File: src/rtl/led_breather_pkg.sv
// Shared definitions for the LED breathing blocks: FSM state encoding and
// the PWM full-scale derivation reused by other LED/display stages.
package led_breather_pkg;

   typedef enum logic [1:0] {
      ST_OFF  = 2'd0,
      ST_RISE = 2'd1,
      ST_ON   = 2'd2,
      ST_FALL = 2'd3
   } state_e;

   // Full-scale duty for a PWM counter of the given width.
   function automatic int duty_max(input int pwm_bits);
      return (1 << pwm_bits) - 1;
   endfunction

   // Width of a counter that must hold 0..n-1; never narrower than one bit.
   function automatic int cnt_width(input int n);
      return (n <= 1) ? 1 : $clog2(n);
   endfunction

endpackage

File: src/rtl/led_breather_pwm_gen.sv
// PWM generator: free-running counter over 0..DUTY_MAX-1 and a registered
// unsigned compare against the requested duty.
module pwm_gen
   import led_breather_pkg::*;
#(
   parameter int PWM_BITS = 8
) (
   input  logic                i_clk,
   input  logic                i_reset,
   input  logic [PWM_BITS-1:0] i_duty,
   output logic                o_pwm
);

   localparam logic [PWM_BITS-1:0] CNT_LAST = PWM_BITS'(duty_max(PWM_BITS) - 1);

   logic [PWM_BITS-1:0] cnt_q;
   logic [PWM_BITS-1:0] cnt_d;
   logic                pwm_q;
   logic                pwm_d;

   // The period is DUTY_MAX, not 2**PWM_BITS, so full duty is continuously on.
   always_comb begin
      cnt_d = cnt_q + PWM_BITS'(1);
      if (cnt_q == CNT_LAST) begin
         cnt_d = '0;
      end
      pwm_d = (cnt_q < i_duty);
   end

   always_ff @(posedge i_clk) begin
      if (i_reset) begin
         cnt_q <= '0;
         pwm_q <= 1'b0;
      end else begin
         cnt_q <= cnt_d;
         pwm_q <= pwm_d;
      end
   end

   assign o_pwm = pwm_q;

endmodule

File: src/rtl/led_breather.sv
// Breathing LED stage: turns a 1-bit blink level into a linear PWM duty ramp
// that reverses smoothly from the current duty when the level flips mid-ramp.
module led_breather
   import led_breather_pkg::*;
#(
   parameter int PWM_BITS = 8,
   parameter int STEP_DIV = 16
) (
   input  logic                i_clk,
   input  logic                i_reset,
   input  logic                i_level,
   output logic                o_led,
   output logic [PWM_BITS-1:0] o_duty,
   output logic                o_busy
);

   localparam logic [PWM_BITS-1:0] DUTY_MAX   = PWM_BITS'(duty_max(PWM_BITS));
   localparam int                  PW         = cnt_width(STEP_DIV);
   localparam logic [PW-1:0]       PRESC_LAST = PW'(STEP_DIV - 1);

   logic                level_q;
   state_e              state_q;
   state_e              state_d;
   logic [PWM_BITS-1:0] duty_q;
   logic [PWM_BITS-1:0] duty_d;
   logic [PW-1:0]       presc_q;
   logic [PW-1:0]       presc_d;
   logic                busy_q;
   logic                busy_d;
   logic                step;

   assign step = (presc_q == PRESC_LAST);

   // presc_d defaults to 0: it only counts while a ramp continues without a
   // step, so every state change and every step restarts the interval.
   always_comb begin
      state_d = state_q;
      duty_d  = duty_q;
      presc_d = '0;
      unique case (state_q)
         ST_OFF: begin
            if (level_q) begin
               state_d = ST_RISE;
            end
         end
         ST_RISE: begin
            if (!level_q) begin
               state_d = ST_FALL;
            end else if (step) begin
               duty_d = (duty_q == DUTY_MAX) ? DUTY_MAX : duty_q + PWM_BITS'(1);
               if (duty_d == DUTY_MAX) begin
                  state_d = ST_ON;
               end
            end else begin
               presc_d = presc_q + PW'(1);
            end
         end
         ST_ON: begin
            if (!level_q) begin
               state_d = ST_FALL;
            end
         end
         ST_FALL: begin
            if (level_q) begin
               state_d = ST_RISE;
            end else if (step) begin
               duty_d = (duty_q == '0) ? '0 : duty_q - PWM_BITS'(1);
               if (duty_d == '0) begin
                  state_d = ST_OFF;
               end
            end else begin
               presc_d = presc_q + PW'(1);
            end
         end
      endcase
      busy_d = (state_d == ST_RISE) || (state_d == ST_FALL);
   end

   always_ff @(posedge i_clk) begin
      if (i_reset) begin
         level_q <= 1'b0;
         state_q <= ST_OFF;
         duty_q  <= '0;
         presc_q <= '0;
         busy_q  <= 1'b0;
      end else begin
         level_q <= i_level;
         state_q <= state_d;
         duty_q  <= duty_d;
         presc_q <= presc_d;
         busy_q  <= busy_d;
      end
   end

   pwm_gen #(
      .PWM_BITS(PWM_BITS)
   ) u_pwm (
      .i_clk  (i_clk),
      .i_reset(i_reset),
      .i_duty (duty_q),
      .o_pwm  (o_led)
   );

   assign o_duty = duty_q;
   assign o_busy = busy_q;

endmodule

File: config.mk
export PLATFORM = sky130hd
export DESIGN_NAME = led_breather
export DESIGN_NICKNAME = d
export VERILOG_FILES = /design/src/rtl/led_breather_pkg.sv /design/src/rtl/led_breather_pwm_gen.sv /design/src/rtl/led_breather.sv
export SDC_FILE = /design/constraint.sdc
export NUM_CORES = 1
export LEC_CHECK = 0
export ABC_AREA = 1
export CAP_MARGIN = 10
export CORE_AREA = 2 2 66 68
export CTS_BUF_LIST = sky130_fd_sc_hd__clkbuf_2 sky130_fd_sc_hd__clkbuf_4 sky130_fd_sc_hd__clkbuf_8
export CTS_CLUSTER_DIAMETER = 120
export DETAILED_ROUTE_END_ITERATION = 10
export DIE_AREA = 0 0 68 70
export SYNTH_ARGS = -nofsm -noshare
export SYNTH_HDL_FRONTEND = slang
export SYNTH_SLANG_ARGS = --single-unit
File: constraint.sdc
create_clock -name i_clk -period 2 [get_ports i_clk]
set_clock_uncertainty 0.2 [all_clocks]
set_input_delay 0.4 -clock i_clk [delete_from_list [all_inputs] [get_ports i_clk]]
set_output_delay 0.4 -clock i_clk [all_outputs]
set_load 0.05 [all_outputs]
Yosys cells after proc, flatten, opt, wreduce, memory -nomap -nowiden
Index checks and enable logic that the tools add are counted.
W data, S select, Z words.
{ "classes": {"order_cmp": 1, "add_sub_neg": 4, "muxes": 20, "reduce_logical": 7, "eq_ne": 13} }
{ "op_table": {"columns": ["cell", "n"], "rows": [
  ["$mux W8", 6],
  ["$eq A8 B8 Y1 const B", 3],
  ["$add A8 B1 Y8 const B", 2],
  ["$logic_not A8 Y1", 2],
  ["$mux W2", 8],
  ["$pmux W8 S2", 1],
  ["$mux W4", 3],
  ["$lt A8 B8 Y1", 1],
  ["$ne A2 B2 Y1 const B", 4],
  ["$pmux W2 S4", 1],
  ["$pmux W4 S2", 1],
  ["$sub A8 B1 Y8 const B", 1],
  ["$eq A2 B2 Y1 const B", 3],
  ["$reduce_and A5 Y1", 1],
  ["$add A4 B1 Y4 const B", 1],
  ["$eq A2 B1 Y1 const B", 2],
  ["$eq A4 B4 Y1 const B", 1],
  ["$logic_not A2 Y1", 1],
  ["$reduce_bool A2 Y1", 1],
  ["$reduce_or A2 Y1", 1],
  ["$logic_or A1 B1 Y1", 1]
]} }
{ "totals": {"ff_bits": 25, "out_inout_bits": 10, "in_bits": 3} }

Depth between registers and ports, before layout
{ "logic_depth": {"ltp_word": 9, "ltp_mapped": 14, "depth_no_buf": 14} }

By module
Synthesis repeated with hierarchy kept, for this count alone.
{ "unflattened": {"cells_unflattened": 279, "area_unflattened_um2": 1868.0} }
{ "by_module_without_submodules": {"columns": ["module", "area_per_inst_um2", "instances", "seq_area_each_um2", "cells_each"], "rows": [
  ["led_breather", 1293.7, 1, 320.3, 202],
  ["pwm_gen", 574.3, 1, 180.2, 77]
]} }

Least setup slack after synthesis
Ideal clock, no wire load.
{ "synth_path": {"path_kind": "flip-flop to flip-flop", "start": "register duty_q[0], in the netlist o_duty[0]", "end": "register busy_q, in the netlist o_busy", "path_buffers": 0, "synth_period_minus_slack_ps": 2216, "path_slack_ps": -216, "stages_incl_launch_ff": 15, "required_time_ps": 1691, "arrival_time_ps": 1907, "cell_sequence": "dfxtp_1 -> inv_2 -> ha_1 -> nand3_4 -> inv_1 -> nand2_1 -> nand2_1 -> o21ai_1 -> nand2_1 -> nor2_1 -> nand2_1 -> nand2_2 -> nand3_2 -> nand2_2 -> inv_1"} }
{ "synth_between": {"elab_chain_len": 9} }
{ "synth_rtl": {"columns": ["item", "line_no", "source"], "rows": [
  ["from (decl)", "led_breather.sv:24", "logic [PWM_BITS-1:0] duty_q;"],
  ["from (signal assigned)", "led_breather.sv:89", "duty_q <= duty_d;"],
  ["$add A8 B1 Y8 (tied with other cells)", "led_breather.sv:50", "duty_d = (duty_q == DUTY_MAX) ? DUTY_MAX : duty_q + PWM_BITS'(1);"],
  ["$mux W8 (on tied branches)", "led_breather.sv:50, led_breather.sv:67", null],
  ["$eq A8 B8 Y1 / $logic_not A8 Y1 (equally long branches)", "led_breather.sv:51, led_breather.sv:68", null],
  ["$mux W2 (on tied branches)", "led_breather.sv:51, led_breather.sv:68", null],
  ["$mux W2 (on tied branches)", "led_breather.sv:49, led_breather.sv:66", null],
  ["$mux W2 (on tied branches)", "led_breather.sv:47, led_breather.sv:64", null],
  ["$pmux W2 S4 (*)", "led_breather.sv:40", "unique case (state_q)"],
  ["$eq A2 B1 Y1 / $eq A2 B2 Y1 (equally long branches)", "led_breather.sv:76", "busy_d = (state_d == ST_RISE) || (state_d == ST_FALL);"],
  ["$logic_or A1 B1 Y1 (*)", "led_breather.sv:76", null],
  ["to (signal assigned)", "led_breather.sv:91", "busy_q <= busy_d;"],
  ["to (decl)", "led_breather.sv:28", "logic busy_q;"]
]} }
Mark *: on every way between the ends. The rest lies on a longest branch, timed or not.
A chain may end at the register's enable or synchronous reset.

Worst setup path in the final report
{ "layout_path": {"start": "register duty_q[1], in the netlist o_duty[1]", "end": "register busy_q, in the netlist o_busy"} }
The elaborated chain is that of the path after synthesis.

==> impl_metrics.env <==
export IMPL_cts_hold_repair_buffers=0
export IMPL_dp_hpwl_um=3027
export IMPL_setup_tns_ns=0
export IMPL_status="finished clean"
export IMPL_cts_num_sinks=25
export IMPL_cp_required_ns=1.98
export IMPL_drc=0
export IMPL_ys_seq_area_frac=0.2839
export IMPL_numCtsBuffers=3
export IMPL_hold_end="presc_q[0]"
export IMPL_start_kind="flop"
export IMPL_ios=13
export IMPL_ys_types=35
export IMPL_drv_cap=0
export IMPL_first_iter_violations=123
export IMPL_grt_max_degree=16
export IMPL_synth_nets=263
export IMPL_slew_headroom=0.7227
export IMPL_vias_per_cell=5.050
export IMPL_cts_root_buffer="clkbuf_8"
export IMPL_critPathMaxFanout=5
export IMPL_clk_latency_ns=0.28
export IMPL_fin_crit_ns=1.904
export IMPL_gp_congestion=0.8755
export IMPL_core_um2=4144
export IMPL_hold_class="reg2reg"
export IMPL_syn_inst=248
export IMPL_tightest_slew_ns=0.4150
export IMPL_leakage_nw=0.9964
export IMPL_synth_avg_cell_area_um2=7.109
export IMPL_wirelength_um=3853
export IMPL_whs_ns=0.2473
export IMPL_r2r_start="o_duty[1]"
export IMPL_syn_area_um2=1763
export IMPL_final_area_um2=2137
export IMPL_r2r_end="o_busy"
export IMPL_vias=1631
export IMPL_maxSlewViolCount=0
export IMPL_wl_per_cell_um=11.93
export IMPL_die_h_um=70
export IMPL_power_density_nw_per_um2=453.7
export IMPL_first_global_vias=1416
export IMPL_hold_start="presc_q[0]"
export IMPL_cts_tree="done"
export IMPL_io_buffers=12
export IMPL_clkTransAtPathRegs_ns=0.09
export IMPL_synth_warning_count=0
export IMPL_r2r_cells=13
export IMPL_fin_cells=323
export IMPL_end_kind="flop"
export IMPL_initial_utilization=0.4254
export IMPL_antenna_found_initial=0
export IMPL_grt_total_usage=0.1763
export IMPL_diodes=0
export IMPL_hold_depth=1
export IMPL_yosys_register_bits=25
export IMPL_dieWidth_um=68
export IMPL_dp_cells=318
export IMPL_cts_path_max_buffers=2
export IMPL_dpl_cell_area_um2=2053
export IMPL_crit_arrival_ns=1.89
export IMPL_fin_crit_sh=0.9520
export IMPL_drtAntennaViolNets=0
export IMPL_fp_row_count=24
export IMPL_fin_nets=287
export IMPL_syn2layout_area_growth_pct=21.22
export IMPL_worst_slack_ns=0.09594
export IMPL_setup_viol=0
export IMPL_hold_viol=0
export IMPL_firstDrtPassIters=4
export IMPL_fp_dieArea_um2=4760
export IMPL_gr_total_overflow=0
export IMPL_grt_pass1_wl_um=6417
export IMPL_criticalPathCategory="reg2reg"
export IMPL_finalPower_mw=0.9696
export IMPL_r2r_setup_slack_ns=0.1
export IMPL_fmax_ghz=0.5252
export IMPL_utilization=0.5157
export IMPL_htree_levels=1
export IMPL_ir_worst_vdd_v=0.0002663
export IMPL_drive_above_1_share=0.2177
export IMPL_pre_cts_ws_ns=0.05163
[cells in the mapped netlist]
library cell,n,area [um^2]
nand2_1,38,142.6
inv_1,37,138.9
nor2_1,27,101.4
dfxtp_1,25,500.5
nand3_1,16,80.08
a21oi_1,13,65.06
ha_1,12,150.1
o21ai_0,10,50.05
nand4_1,7,43.79
o211ai_1,7,52.55
nor3_1,6,30.03
nand2_2,5,31.28
nor2_2,5,31.28
xor2_1,5,43.79
buf_6,3,33.78
inv_2,3,11.26
nor2_4,3,33.78
o221ai_1,3,26.28
xnor2_1,3,26.28
buf_4,2,15.01
nand2_4,2,22.52
nand3_4,2,35.03
o21ai_1,2,10.01
a211oi_1,1,7.510
a21boi_0,1,7.510
a21o_1,1,7.510
buf_2,1,5.000
clkbuf_1,1,3.750
inv_4,1,6.260
inv_8,1,11.26
nand3_2,1,10.01
nor3b_1,1,7.510
nor4_1,1,6.260
o21a_1,1,7.510
o31ai_1,1,7.510
[final cells by class]
cell class | instances | area [um^2]
flip-flops and latches | 25 | 511.7
fillers | 416 | 2007
multi-input cells | 174 | 1056
clock inverters | 1 | 7.507
well taps | 52 | 65.06
clock buffers | 3 | 41.29
repair buffers | 26 | 287.8
inverters | 42 | 167.7
[cell usage in the layout (no fill, tap or decap), drive strengths merged]
| master | netlist | final |
|---|---|---|
| buf | 6 | 24 |
| o21a | 1 | 1 |
| xor2 | 5 | 5 |
| a21boi | 1 | 1 |
| a21o | 1 | 1 |
| nor3 | 6 | 6 |
| a21oi | 13 | 13 |
| nor3b | 1 | 1 |
| inv | 42 | 42 |
| clkdlybuf4s50 | 0 | 2 |
| o211ai | 7 | 7 |
| o221ai | 3 | 3 |
| nor4 | 1 | 1 |
| clkbuf | 1 | 3 |
| o31ai | 1 | 1 |
| clkinvlp | 0 | 1 |
| dfxtp | 25 | 25 |
| o21ai | 12 | 12 |
| nor2 | 35 | 35 |
| nand4 | 7 | 7 |
| nand2 | 45 | 45 |
| nand3 | 19 | 19 |
| a211oi | 1 | 1 |
| xnor2 | 3 | 3 |
| ha | 12 | 12 |
[flip-flops by register name, summed over array words and instances (netlist names)]
name	cells
state_q	2
o_busy	1
presc_q	4
level_q	1
o_duty	8
u_pwm.cnt_q	8
u_pwm.o_pwm	1
[worst max-delay path, cell delays in order, from the launching register on]
cell,delay [ns]
dfxtp_4,0.38
inv_1,0.08
ha_2,0.21
nand3_4,0.11
nor2_4,0.14
inv_2,0.08
nand3_1,0.12
nand2_1,0.07
nor2_1,0.09
nand2_1,0.07
nand2_2,0.07
nand3_2,0.07
nand2_2,0.06
inv_1,0.04
[kinds of logic after synthesis]
kind of cell / count (synthesis) / synth area share
buf+inv: 49 / 0.1277
compound gates: 40 / 0.1370
fa+ha+maj: 12 / 0.08516
simple gates: 114 / 0.3265
flops: 25 / 0.2839
xor+xnor: 8 / 0.03975
[worst max path at each step]
| stage | end | slack [ns] | start | cells after the start |
|---|---|---|---|---|
| 6_report | o_busy | 0.1 | o_duty[1] | 13 |
| 4_1_cts | o_busy | 0.03 | o_duty[0] | 10 |
| 5_1_grt | state_q[0] | -0.008 | o_duty[0] | 13 |
| 3_3_place_gp | o_busy | 0.04 | o_duty[0] | 10 |
| 3_5_place_dp | o_busy | 0.05 | o_duty[0] | 10 |
| 2_1_floorplan | o_busy | 0.008 | o_duty[5] | 12 |
[power breakdown]
group | total [mW] | switching [mW] | internal [mW]
clock network | 0.323 | 0.181 | 0.142
registers | 0.530 | 0.0152 | 0.514
logic | 0.117 | 0.0740 | 0.0434
total | 0.970 | 0.270 | 0.700
[layer usage]
layer	part of all wire	track usage	vias up	wire [um]
met1	0.48	0.2437	730	1848
met4	0.026	0.06889	0	102
li1	-	-	854	-
met2	0.45	0.2697	38	1748
met5	0	0	-	0
met3	0.040	0.02899	9	154
[timing repair]
item | in CTS | in global routing
resized for setup | 0 | 9
endpoints found under the hold margin | 0 | 0
endpoints found under the setup margin | 0 | 3
buffers inserted | 0 | 1
Power figures use the tool's default switching activity.
